==> src/rtl/ko_operand_split_buf.sv <==
// rtl/ko_operand_split_buf.sv - Karatsuba operand limb splitter with pair sums and 2-entry output buffer
module ko_operand_split_buf #(
  parameter int DATA_WIDTH   = 72,
  parameter int KO_PARAMETER = 4,
  parameter int TAG_WIDTH    = 4
) (
  input  logic                  clk,
  input  logic                  rst,
  input  logic                  in_valid,
  output logic                  in_ready,
  input  logic [DATA_WIDTH-1:0] in_a,
  input  logic [DATA_WIDTH-1:0] in_b,
  input  logic                  in_sq,
  input  logic [TAG_WIDTH-1:0]  in_tag,
  output logic                  out_valid,
  input  logic                  out_ready,
  output logic [DATA_WIDTH-1:0] out_a_limbs,
  output logic [DATA_WIDTH-1:0] out_b_limbs,
  output logic [KO_PARAMETER*(KO_PARAMETER-1)/2*(DATA_WIDTH/KO_PARAMETER+1)-1:0] out_a_psum,
  output logic [KO_PARAMETER*(KO_PARAMETER-1)/2*(DATA_WIDTH/KO_PARAMETER+1)-1:0] out_b_psum,
  output logic [TAG_WIDTH-1:0]  out_tag,
  output logic                  out_sq
);

  localparam int L  = DATA_WIDTH / KO_PARAMETER;
  localparam int NP = KO_PARAMETER * (KO_PARAMETER - 1) / 2;
  localparam int PW = NP * (L + 1);
  localparam int EW = 2 * DATA_WIDTH + 2 * PW + TAG_WIDTH + 1;

  if ((DATA_WIDTH % KO_PARAMETER) != 0 || KO_PARAMETER < 2) begin : g_bad_param
    $error("ko_operand_split_buf: DATA_WIDTH must be divisible by KO_PARAMETER >= 2");
  end

  logic [DATA_WIDTH-1:0] b_src;
  logic [PW-1:0]         psum_a;
  logic [PW-1:0]         psum_b;

  // Squaring mode reuses a for the b side, so b sums fall out of the same adders' inputs.
  assign b_src = in_sq ? in_a : in_b;

  for (genvar gi = 0; gi < KO_PARAMETER; gi++) begin : g_i
    for (genvar gj = gi + 1; gj < KO_PARAMETER; gj++) begin : g_j
      localparam int K = gi * KO_PARAMETER - gi * (gi + 1) / 2 + (gj - gi - 1);
      assign psum_a[K*(L+1) +: L+1] = {1'b0, in_a[gi*L +: L]}  + {1'b0, in_a[gj*L +: L]};
      assign psum_b[K*(L+1) +: L+1] = {1'b0, b_src[gi*L +: L]} + {1'b0, b_src[gj*L +: L]};
    end
  end

  logic [EW-1:0] mem [2];
  logic [EW-1:0] entry;
  logic [1:0]    cnt;
  logic          head;
  logic          tail;
  logic          push;
  logic          pop;

  assign entry     = {in_a, b_src, psum_a, psum_b, in_tag, in_sq};
  assign in_ready  = (cnt != 2'd2) & ~rst;
  assign out_valid = (cnt != 2'd0);
  assign push      = in_valid & in_ready;
  assign pop       = out_valid & out_ready;
  assign tail      = head ^ cnt[0];

  // A popped slot is cleared so an empty buffer always presents zeros at the head.
  always_ff @(posedge clk) begin
    if (rst) begin
      cnt    <= 2'd0;
      head   <= 1'b0;
      mem[0] <= '0;
      mem[1] <= '0;
    end else begin
      if (pop) begin
        mem[head] <= '0;
        head      <= ~head;
      end
      if (push) begin
        mem[tail] <= entry;
      end
      cnt <= cnt + 2'(push) - 2'(pop);
    end
  end

  assign {out_a_limbs, out_b_limbs, out_a_psum, out_b_psum, out_tag, out_sq} = mem[head];

endmodule

==> config.mk <==
export PLATFORM = sky130hd
export DESIGN_NAME = ko_operand_split_buf
export DESIGN_NICKNAME = d
export VERILOG_FILES = /design/src/rtl/ko_operand_split_buf.sv
export SDC_FILE = /design/constraint.sdc
export NUM_CORES = 2
export LEC_CHECK = 0
export CAP_MARGIN = 20
export CORE_UTILIZATION = 50
export CTS_CLUSTER_DIAMETER = 100
export CTS_CLUSTER_SIZE = 8
export DETAILED_ROUTE_END_ITERATION = 12
export DONT_BUFFER_PORTS = 1
export SYNTH_ARGS = -nofsm -noshare
export SYNTH_HDL_FRONTEND = slang
export SYNTH_SLANG_ARGS = --single-unit
==> constraint.sdc <==
create_clock -name clk -period 27.9 [get_ports clk]
set_input_delay 4.185 -clock clk [delete_from_list [all_inputs] [get_ports clk]]
set_output_delay 4.185 -clock clk [all_outputs]
set_load 0.005 [all_outputs]
**Yosys cells after proc, flatten, opt, wreduce, memory -nomap -nowiden**

Memory sizes are Yosys's and may differ from the RTL's. A register that Yosys moved wholly into a read port is not among the register bits.
Cells that the tools add are included.

- RAM bits: 754
- Register bits: 3
- Memories kept: 1
- Input port bits: 153
- Word-level logic and storage cells: 44

Memories:

| memory | depth | width | rd ports | clocked after memory_dff | write ports | line | RTL |
|---|---|---|---|---|---|---|---|
| mem | 2 | 377 | 1 | 1 | 2 | 49 | `logic [EW-1:0] mem [2];` |

- Reductions and logical operators: 3
- Eq/ne operators: 1
- Bitwise logic cells: 6
- Add/sub/neg operators: 14
- Muxes and demuxes: 17

Operators by type and width:

| kind | count |
|---|---|
| $mux 377 | 2 |
| $reduce_or 377->1 | 2 |
| $add 18x18->19 | 12 |
| $mux 72 | 1 |
| $mux 1 | 14 |
| $and 1x1->1 | 3 |
| $add 2x1->2 | 1 |
| $ne 2x2->1 const B | 1 |
| $not 1->1 | 2 |
| $reduce_bool 2->1 | 1 |
| $sub 2x1->2 | 1 |
| $xor 1x1->1 | 1 |

**Depth between registers and ports, before layout**

- Depth in word-level cells: 8
- Gate-level depth with buffers: 14

**Worst setup path after synthesis**

OpenSTA, ideal clock, no wires.

- Kind: input -> register
- From: input rst
- To: memory mem[0][0] (netlist bit) (enable)
- Buffers on the path: 3
- Path slack: 13913 ps
- Setup time: 2774 ps
- Stages: 6
- Data required time: 25126 ps
- Data arrival time: 11213 ps
- Cell sequence: nand2b_1 > or2_1 > buf_2 > buf_2 > buf_1 > nand2_1

RTL lines:

| item | line | RTL |
|---|---|---|
| start: declaration | 8 | `input logic rst,` |
| end: declaration | 49 |  |

**Worst setup path in the final report**

- From: input rst
- To: output in_ready

- Longest elaborated chain between the ends: 2

Ends and longest elaborated chain:

| item | line | RTL |
|---|---|---|
| $not 1->1 | 58 | `assign in_ready = (cnt != 2'd2) & ~rst;` |
| $and 1x1->1 | 58 |  |
| end: declaration | 10 | `output logic in_ready,` |

No other way between the ends.

==> impl_metrics.py <==
metrics = {
    "setup_path": {
        "cp_num_buf_inv": 0,
        "slowest_stage": "a21oi_1",
        "crit_start": "rst",
        "reg2reg_from": "cnt[1]",
        "regToRegSetupSlack_ps": 23190,
        "rr_worst_depth": 6,
        "max_stage_delay_ps": 210,
        "reg2reg_to": "mem[1][55]",
        "crit_chain": "a21oi_1",
        "critPathTopFamily": "compound AO/OA/AOI/OAI gates",
        "cp.required_ps": 23720,
        "crit_fanout": 8,
        "worst-setup-path-type": "input port to output port",
        "arrival_ps": 4400,
        "cp_num_cells": 1,
        "crit_path_end_kind": "output port",
        "crit_end": "in_ready",
        "crit_path_start_kind": "input port",
    },
    "sta": {
        "finalCritPeriodShare": 0.3076,
        "drv_slew": 0,
        "setup_ws_ps": 19320,
        "setup_viol": 0,
        "tightest_slew_ps": 1451,
        "skew_ps": 31.38,
        "rsz0062_at_grt": "false",
        "worst_hold_slack_ps": 605.7,
        "fin_crit_ps": 8581,
        "fmax_mhz": 116.5,
        "tns_ps": 0,
        "slew_headroom": 0.03263,
        "hold_violations": 0,
    },
    "synthesis": {
        "syn_area_per_cell_um2": 11.85,
        "synthFlopType": "edfxtp_1",
        "synth.distinct_cells": 77,
        "yosys.area.top_type_share": 0.5401,
        "yosysTopAreaCell": "edfxtp_1",
        "synth_commonest_cells": "edfxtp_1, nor2_1, mux2_2, ha_1, and2_1",
        "yosys-top-cells-area": "edfxtp_1, mux2_2, ha_1",
        "ys_seq_area_frac": 0.5420,
        "synthArstFlopShare": 0,
        "synth.most_common_cell": "edfxtp_1",
        "syn_nets": 3920,
        "synth-edff-count": 754,
        "netlist_area_um2": 41920,
        "synthCells": 3537,
        "ys_warn_count": 0,
        "ys_seq_elements": 758,
    },
    "clock_network": {
        "cts_tree": "built",
        "path_clk_slew_ps": 50,
        "numClockSinks": 758,
        "clkLatencyLatePin_ps": 670,
        "post-cts-setup-buffers": 0,
        "cts-root-buf": "clkbuf_16",
        "cts_resized": 0,
        "cts.htree.levels": 3,
        "holdBufCountCts": 0,
        "cts_buffers": 104,
        "cts_buffer_depth": 3,
    },
    "floorplanning": {
        "start_util": 0.5081,
        "die-area_um2": 85000,
        "num_rows": 105,
        "design.portCount": 532,
        "core-area_um2": 82500,
        "die_h_um": 291.5,
        "die_w_um": 291.5,
    },
    "drt": {
        "drt_iter0_markers": 2645,
        "drc": 0,
        "routed_wl_mm": 140.3,
        "drt-pass1-iter-count": 6,
        "vias_per_cell": 6.217,
        "wl_per_cell_um": 30.50,
        "ant_nets": 0,
        "vias": 28598,
    },
    "placement": {
        "gp_congestion": 0.9161,
        "pre_cts_slack_ps": 19330,
        "place_inst": 4477,
        "hpwl_mm": 99.54,
        "port_buffers": 0,
    },
    "cells_and_area": {
        "n_fill_cell": 6963,
        "nNetsFinal": 3896,
        "drive_gt1_frac": 0.1529,
        "register_area_um2": 22730,
        "multiInputGateArea_um2": 18190,
        "synthToLayoutAreaGrowth_pct": 9.011,
        "fin_util": 0.5539,
        "stdcell_count": 4600,
    },
    "worst_hold_path": {
        "min_from": "cnt[1]",
        "worstHoldPathType": "flop to flop",
    },
    "global_routing": {
        "grt_pass1_vias": 27923,
        "grt_overflow": 0,
        "grt_pass1_wl_mm": 197.6,
        "grt_max_degree": 151,
        "track_usage": 0.3233,
        "antenna_found_initial": 15,
    },
    "flow_run": {
        "max-cap-violations": 0,
    },
    "power": {
        "p_per_area_nw_per_um2": 89.34,
        "peakVddDrop_uv": 105.9,
        "leakage_nw": 18.19,
    },
    "outcome": {
        "outcome": "completed",
    },
}
-- metrics by stage --
step                      power, mW  instance area [um2]
after CTS                     4.100                45690
final                         4.082                45700
after global routing          4.241                45690
after floorplan               2.646                41920
after global placement        2.936                42910
after detailed placement      2.969                42910
-- state kept, by name (all words and copies together), names as in the netlist, named ones only --
name and count:
cnt 2, mem 754, head 1
-- cells by family after synthesis --
family,share of synthesized area
buffers and inverters,0.02483
and+or+nand+nor,0.1212
muxes,0.1192
AOI/OAI and AO/OA,0.08519
xor gates and xnor gates,0.03677
DFF,0.5420
adders and majority gates,0.07080
-- placed cells by master (no fill, tap or decap), types with 85 or more instances in the layout --
master	instances
a21oi_1	142
and2_1	210
clkbuf_16	104
edfxtp_1	754
ha_1	218
inv_1	117
mux2_2	378
nand2_1	113
nor2_1	612
o21ai_0	86
xnor2_1	85
xor2_1	91
-- routing by layer --
metal  global-route usage  vias up  wire length [um]
met5                    0        -                66
met4               0.1517        8              7240
met3              0.09560      315             13140
met2               0.5148     1253             64710
met1               0.4043    14257             55130
li1                     -    12765                 -
-- layout make-up --
cell class | count | area share
diodes | 4 | 0.0002190
clock buffers | 112 | 0.05761
clock inverters | 7 | 0.003039
inverters | 117 | 0.009611
multi-input cells | 2506 | 0.3981
flip-flops and latches | 758 | 0.4973
well taps | 1070 | 0.02930
repair buffers | 26 | 0.004819
-- power breakdown --
part | internal, mW | switching (mW)
Sequential | 1.62 | 0.0699
Combinational | 0.440 | 0.818
Clock | 0.659 | 0.472
-- worst min path at each step --
stage             end  cells past startpoint  slack [ps]
2_1_floorplan  cnt[1]                      2         500
3_3_place_gp   cnt[1]                      2         520
3_5_place_dp   cnt[1]                      2         580
4_1_cts        cnt[1]                      2         590
5_1_grt        cnt[1]                      2         600
6_report       cnt[1]                      2         610
No activity file was read; power rests on OpenSTA's default activity.
